==> config.mk <==
export PLATFORM = sky130hd
export DESIGN_NAME = mp5_ts_pop_scheduler
export DESIGN_NICKNAME = d
export VERILOG_FILES = /design/src/rtl/mp5_pkg.sv /design/src/rtl/mp5_min_ts_tree.sv /design/src/rtl/mp5_ts_pop_scheduler.sv
export SDC_FILE = /design/constraint.sdc
export NUM_CORES = 1
export LEC_CHECK = 0
export CAP_MARGIN = 30
export CORE_MARGIN = 8
export CORE_UTILIZATION = 36
export DETAILED_ROUTE_END_ITERATION = 6
export PLACE_DENSITY = 0.54
export SLEW_MARGIN = 5
export SYNTH_ARGS = -nofsm -noshare
export SYNTH_HDL_FRONTEND = slang
export SYNTH_HIERARCHICAL = 1
export SYNTH_SLANG_ARGS = --single-unit
==> constraint.sdc <==
create_clock -name clk -period 18 [get_ports clk]
set_clock_uncertainty 0.05 [all_clocks]
set_input_delay 3.6 -clock clk [delete_from_list [all_inputs] [get_ports clk]]
set_output_delay 3.6 -clock clk [all_outputs]
set_load 0.05 [all_outputs]
==> src/rtl/mp5_pkg.sv <==
// rtl/mp5_pkg.sv - shared MP5 stage types: sizing, packet/entry records, scheduler entry
package mp5_pkg;

   localparam int NUM_PIPELINES = 2;
   localparam int FIFO_SIZE     = 8;
   localparam int TS_W          = 64;
   localparam int PKT_W         = 512;
   // fifo_id is sized for the largest supported stage (16 pipelines)
   localparam int MAX_NP_W      = 4;

   typedef logic [PKT_W-1:0] Packet;

   typedef struct packed {
      Packet           pkt;
      logic [TS_W-1:0] ts;
   } FIFO_Entry;

   typedef struct packed {
      logic                valid;
      logic [MAX_NP_W-1:0] fifo_id;
      FIFO_Entry           entry;
   } Entry;

   typedef struct packed {
      logic                valid;
      logic [TS_W-1:0]     timestamp;
      logic [MAX_NP_W-1:0] fifo_id;
   } sched_entry_t;

endpackage

==> src/rtl/mp5_min_ts_tree.sv <==
// rtl/mp5_min_ts_tree.sv - combinational oldest-head selector with round-robin tie-break
module mp5_min_ts_tree import mp5_pkg::*; #(
   parameter  int NP  = NUM_PIPELINES,
   localparam int NPW = $clog2(NP)
) (
   input  sched_entry_t     entries [NP],
   input  logic [NPW-1:0]   rr_ptr,
   output logic             win_valid,
   output logic [NPW-1:0]   win_id
);

   localparam int LVLS = $clog2(NP);

   sched_entry_t lvl [LVLS+1][NP];

   function automatic logic [NPW-1:0] rr_dist(input logic [MAX_NP_W-1:0] id,
                                              input logic [NPW-1:0] rr);
      return id[NPW-1:0] - rr;
   endfunction

   // Ordering is (timestamp, distance from rr_ptr), a total order, so any tree shape finds the same winner
   function automatic sched_entry_t pick(input sched_entry_t a, input sched_entry_t b,
                                         input logic [NPW-1:0] rr);
      if (!b.valid)
         return a;
      if (!a.valid)
         return b;
      if (a.timestamp != b.timestamp)
         return (a.timestamp < b.timestamp) ? a : b;
      return (rr_dist(a.fifo_id, rr) < rr_dist(b.fifo_id, rr)) ? a : b;
   endfunction

   always_comb begin
      for (int l = 0; l <= LVLS; l++)
         for (int i = 0; i < NP; i++)
            lvl[l][i] = '0;
      for (int i = 0; i < NP; i++)
         lvl[0][i] = entries[i];
      for (int l = 0; l < LVLS; l++)
         for (int i = 0; i < (NP >> (l + 1)); i++)
            lvl[l+1][i] = pick(lvl[l][2*i], lvl[l][2*i+1], rr_ptr);
      win_valid = lvl[LVLS][0].valid;
      win_id    = lvl[LVLS][0].fifo_id[NPW-1:0];
   end

endmodule

==> src/rtl/mp5_ts_pop_scheduler.sv <==
// rtl/mp5_ts_pop_scheduler.sv - per-stage FIFO pointer owner and timestamp-ordered pop scheduler
module mp5_ts_pop_scheduler #(
   parameter  int NUM_PIPELINES = mp5_pkg::NUM_PIPELINES,
   parameter  int FIFO_SIZE     = mp5_pkg::FIFO_SIZE,
   parameter  int TS_W          = mp5_pkg::TS_W,
   localparam int NP            = NUM_PIPELINES,
   localparam int AW            = $clog2(FIFO_SIZE),
   localparam int NPW           = $clog2(NUM_PIPELINES)
) (
   input  logic                   clk,
   input  logic                   rst,
   input  logic [NP-1:0]          push_valid,
   output logic [NP-1:0]          push_ready,
   output logic [NP-1:0][AW-1:0]  push_addr,
   output logic                   pop_valid,
   output logic [NPW-1:0]         pop_fifo_id,
   output logic [AW-1:0]          pop_addr,
   input  logic                   pop_ready,
   output logic [NP-1:0][AW:0]    occupancy
);

   import mp5_pkg::*;

   logic [AW:0]      head_q [NP];
   logic [AW:0]      head_d [NP];
   logic [AW:0]      tail_q [NP];
   logic [AW:0]      tail_d [NP];
   logic [TS_W-1:0]  ts_mem_q [NP][FIFO_SIZE];
   logic [TS_W-1:0]  ts_mem_d [NP][FIFO_SIZE];
   logic [TS_W-1:0]  curr_time_q, curr_time_d;
   logic [NPW-1:0]   rr_ptr_q, rr_ptr_d;

   logic [NP-1:0]    full;
   logic             win_valid;
   logic [NPW-1:0]   win_id;
   logic             pop_fire;
   sched_entry_t     entries [NP];

   // Everything the datapath sees is derived from registered state only
   always_comb begin
      for (int i = 0; i < NP; i++) begin
         occupancy[i]          = tail_q[i] - head_q[i];
         full[i]               = (occupancy[i] == (AW+1)'(FIFO_SIZE));
         push_addr[i]          = tail_q[i][AW-1:0];
         entries[i]            = '0;
         entries[i].valid      = (head_q[i] != tail_q[i]);
         entries[i].timestamp[TS_W-1:0] = ts_mem_q[i][head_q[i][AW-1:0]];
         entries[i].fifo_id    = MAX_NP_W'(i);
      end
      push_ready  = ~full;
      pop_valid   = win_valid;
      pop_fifo_id = win_id;
      pop_addr    = head_q[win_id][AW-1:0];
   end

   mp5_min_ts_tree #(.NP(NP)) u_min_ts_tree (
      .entries   (entries),
      .rr_ptr    (rr_ptr_q),
      .win_valid (win_valid),
      .win_id    (win_id)
   );

   always_comb begin
      head_d      = head_q;
      tail_d      = tail_q;
      ts_mem_d    = ts_mem_q;
      rr_ptr_d    = rr_ptr_q;
      curr_time_d = curr_time_q + 1'b1;
      pop_fire    = win_valid & pop_ready;
      if (pop_fire) begin
         head_d[win_id] = head_q[win_id] + 1'b1;
         rr_ptr_d       = win_id + 1'b1;
      end
      // Full gates push on registered occupancy, so a same-cycle pop never frees a slot for it
      for (int i = 0; i < NP; i++) begin
         if (push_valid[i] && !full[i]) begin
            ts_mem_d[i][tail_q[i][AW-1:0]] = curr_time_q;
            tail_d[i]                      = tail_q[i] + 1'b1;
         end
      end
   end

   always_ff @(posedge clk or posedge rst) begin
      if (rst) begin
         head_q      <= '{default: '0};
         tail_q      <= '{default: '0};
         curr_time_q <= '0;
         rr_ptr_q    <= '0;
      end else begin
         head_q      <= head_d;
         tail_q      <= tail_d;
         curr_time_q <= curr_time_d;
         rr_ptr_q    <= rr_ptr_d;
      end
   end

   always_ff @(posedge clk) begin
      ts_mem_q <= ts_mem_d;
   end

endmodule

# Word-level counts from Yosys, hierarchy flattened
# Index checks and enable logic that the tools add are counted.
# op_classes
n_addsub	9
mul	0
div	0
magnitude_cmp	10
eq_ne	5
n_shift	0
mux	31
bitwise_logic	7
reduce_logical	7
# op_table
cell	n
bitwise mux 512 bit	2
two-way mux 69 bit	8
binary-select mux 64 bit (select 3 bit)	2
demux 64 bit (select 3 bit)	2
two-way mux 64 bit	6
adder 64 x 1 -> 64 bit, second input constant	1
less-than comparator 64 bit	1
!= test 64 bit	1
greater-or-equal comparator 4 bit, second input constant	4
two-way mux 4 bit	4
NOT 3 -> 4 bit	4
adder 4 x 1 -> 4 bit, second input constant	3
bitwise mux 8 bit	1
equality test 4 bit, second input constant	2
less-than comparator 4 x 1 -> 1 bit, second input constant	2
!= test 4 bit	2
subtractor 4 bit	2
logical AND 1 bit	5
two-way mux 1 bit	5
demux 4 bit (select 1 bit)	1
greater-or-equal comparator 2 bit, second input constant	1
zero test 1 bit	2
less-than comparator 2 x 1 -> 1 bit, second input constant	1
NOT 1 -> 2 bit	1
other kinds (5)	6
# totals
ff_bits	1105
latch_bits	0
ramBits	0
romBits	0
inputBits	5
elab_cells	91
memories	0

# Depth between registers and ports, before layout
# depth
ltp_word	17
depth_mapped	22

# By module
# Netlist, hierarchy kept.
# modules_own_cells
module	instances	cells_per_inst	area_per_inst_um2
mp5_ts_pop_scheduler	1	2150	42472.0
mp5_min_ts_tree	1	239	1730.4

# Least setup slack after synthesis
# Ideal clock, no wire load.
# synth_timing
kind	input to register
start	input push_valid[1]
end	register ts_mem_q[100] (netlist name), enable pin
setup_time_ns	0.829
arrival_time_ns	13.672
setup_slack_ns	3.449
stages	2
path_buffers	0
path_cell_list	nand2_1 > a2111oi_0
# synth_between
elab_chain_len	1
# synth_rtl
item	line	text
start: declaration	mp5_ts_pop_scheduler.sv:12	input logic [NP-1:0] push_valid,
logical AND 1 bit	mp5_ts_pop_scheduler.sv:76	if (push_valid[i] && !full[i]) begin
end signal: assignment	mp5_ts_pop_scheduler.sv:98	ts_mem_q <= ts_mem_d;
end: declaration	mp5_ts_pop_scheduler.sv:28	logic [TS_W-1:0] ts_mem_q [NP][FIFO_SIZE];
# Every way passes these cells.
# A chain may end at the register's enable or synchronous reset.

==> metrics.yaml <==
cts_sinks: 1105
cp_data_required_time_ns: 14.35
clk_pin_slew_ns: 0.06
cp_slowest_cell: "nor4_1"
period_needed_ns: 11.32
drt_iter0_markers: 1829
cts_resized: 0
max_stage_delay_ns: 0.98
synth_area_leaders: "edfxtp_1 (70%), mux4_2 (13%), dfrtp_1 (4.6%)"
drtAntennaViolNets: 0
yosys_warnings: 6
relSlewSlack_pct: 29.43
drive_gt1_share_pct: 20.76
vias: 22120
viasPerCell: 5.251
hold_slack_ns: 0.4504
cp-start-kind: "flop"
hold_viol_final: 0
drv_slew: 0
die_area_sq_um: 134300
wl_microns: 105800
tns_ns: 0
status: "complete, no violations"
placementRows: 128
leakagePower_nw: 16.88
ios: 26
cts_tree: "yes"
ir_worst_vdd_uv: 259.7
portBuffers: 25
initial_core_util_pct: 36.27
syn_area_sq_um: 44200
synth.avg_cell_area_sq_um: 18.50
synth_ff_type: "edfxtp_1"
clkLatencyLatePin_ns: 0.67
drcViolationCount: 0
powerDensity_nw_per_um2: 175.8
timing.final.crit_share_pct: 62.86
wl_per_cell_microns: 25.13
grt_use_total_pct: 15.46
yosysTopAreaCellShare_pct: 69.57
synth-edff-count: 1024
dp_hpwl_microns: 57960
htreeDepth: 3
max_freq_ghz: 0.08837
drtPass1Iterations: 5
coreArea_sq_um: 121900
yosysUniqueCellTypes: 59
die_h_microns: 366.4
syn_inst: 2389
grt_pass1_wl_microns: 156700
antenna_found_initial: 0
cts_max_path_buffers: 3
setup_violations: 0
hp-class: "flop to flop"
post-route-util_pct: 41.38
areaGrowthSynthToFinish_pct: 14.09
cts_hold_buf: 0
path_cells: "buf_4 > buf_4 > mux4_2 > nand2_1 > nand2_1 > ha_1 > nand4_1 > nor4_1 > nand4b_2 > nor2_1 > a21boi_1 > o221ai_2 > o211ai_1 > buf_4 > o21ai_0 > clkdlybuf4s50_1"
yosysMostFrequentCell: "edfxtp_1"
critPathBufInv: 4
async_flop_share_pct: 7.330
worstMarginPinSlew_ns: 1.049
crit_type: "flop to output pin"
grt_pass1_vias: 23240
cts_buffers: 107
seq_area_frac_synth_pct: 74.15
diodes: 0
grt_max_degree: 65
ys_seq_elements: 1105
critPathCaptureType: "output pin"
crit_fanout: 37
rsz0062_at_grt: "no"
max_cap_violations: 0
globalRouteOverflowTotal: 0
gp_congestion: 0.7768
ys_top_cells_by_count: "edfxtp_1 (1,024), nand2_1 (435), mux4_2 (256)"
synth_top_area_cell: "edfxtp_1"
cts_setup_buffers: 0
cp_top_family: "buffers and inverters"
die_x_microns: 366.4
root_buffer: "clkbuf_16"
cp.arrival_ns: 7.67
crit_path_frequent_cell: "buf_4"
fin_nets: 2575
==> power by group <==
part | leakage, nW | total [W] | switching [W] | internal (W)
Sequential | 10.2 | 0.00345 | 0.000193 | 0.00326
Combinational | 4.94 | 0.00315 | 0.00192 | 0.00123
Clock | 1.76 | 0.00226 | 0.000939 | 0.00133
Total | 16.9 | 0.00887 | 0.00305 | 0.00581
==> final cells by class <==
cell class              count  area [sq um]
fillers                 10750         71450
multi-input cells        1104         10830
inverters                  88         340.3
clock inverters            39         465.4
well taps                1625          2033
repair buffers             88         835.8
flip-flops and latches   1105         32800
clock buffers             163          3122
==> registers in the layout, summed over array words and instances, names as in the netlist <==
signal	cells
curr_time_q	64
head_q	8
push_addr	6
rr_ptr_q	1
tail_q	2
ts_mem_q	1024
==> metrics by stage <==
stage	worst slack [ns]	cells	power, W	area, sq um
after global routing	6.244	4212	0.009322	50430
after detailed placement	7.283	4006	0.006683	46750
after CTS	6.538	4208	0.008962	50340
final	6.684	4212	0.008867	50430
after global placement	7.450	3999	0.006636	46650
after floorplan	3.449	2395	0.005630	44220
==> worst reg2reg max path, stage by stage, from the launching register on <==
cell	delay (ns)
dfrtp_4	0.80
buf_4	0.78
buf_4	0.75
mux4_2	0.62
nand2_1	0.08
nand2_1	0.05
ha_1	0.30
nand4_1	0.29
nor4_1	0.98
nand4b_2	0.27
nor2_1	0.16
a21boi_1	0.09
o221ai_2	0.18
o211ai_1	0.20
buf_4	0.24
o21ai_0	0.33
ha_1	0.34
mux2_2	0.27
==> layout by cell type, fill, tap and decap left out, types with 9 or more instances in the layout <==
master,netlist,final
clkbuf_8,0,18
nand2_1,435,435
mux4_2,256,256
buf_4,6,54
nand4_1,36,36
a21oi_1,26,26
dfrtp_1,81,75
inv_1,88,83
and3_1,9,9
nor2_1,20,20
ha_1,74,74
o21ai_0,12,12
xor2_1,16,16
clkdlybuf4s50_1,0,25
clkbuf_16,0,110
clkinv_2,0,21
xnor2_1,61,61
edfxtp_1,1024,1024
nand3_1,35,35
and4_1,9,9
nor3_2,4,9
clkbuf_1,52,36
bufinv_16,0,9
==> metal layers <==
layer	share of wire, %	GRT usage [%]	up-vias
met5	0	0	-
li1	-	-	9530
met4	1.9	3.535	0
met3	5.2	2.465	126
met1	44	21.25	11860
met2	49	25.95	599
==> path summary, 6_finish.rpt <==
path                       slack, ns             end  cells after the start      start
setup / recovery                6.68     pop_addr[1]                     16  head_q[4]
hold / removal                  0.45       tail_q[7]                      1  tail_q[7]
setup reg to reg               11.11       head_q[5]                     17  head_q[4]
hold reg to reg                 0.45       tail_q[7]                      1  tail_q[7]
max in group asynchronous      13.72  curr_time_q[6]                      4        rst
min in group asynchronous       3.18       head_q[1]                      2        rst
==> cells by family after synthesis <==
family	share of synthesized area, %
adder cells (fa/ha/maj)	2.185
flip-flops	74.15
other	0.01699
AO/OA/AOI/OAI	1.169
multiplexers	13.19
XOR/XNOR	1.526
buffers and inverters	1.633
AND/OR/NAND/NOR	6.125
Note: power is estimated with default switching activity, not from simulation.
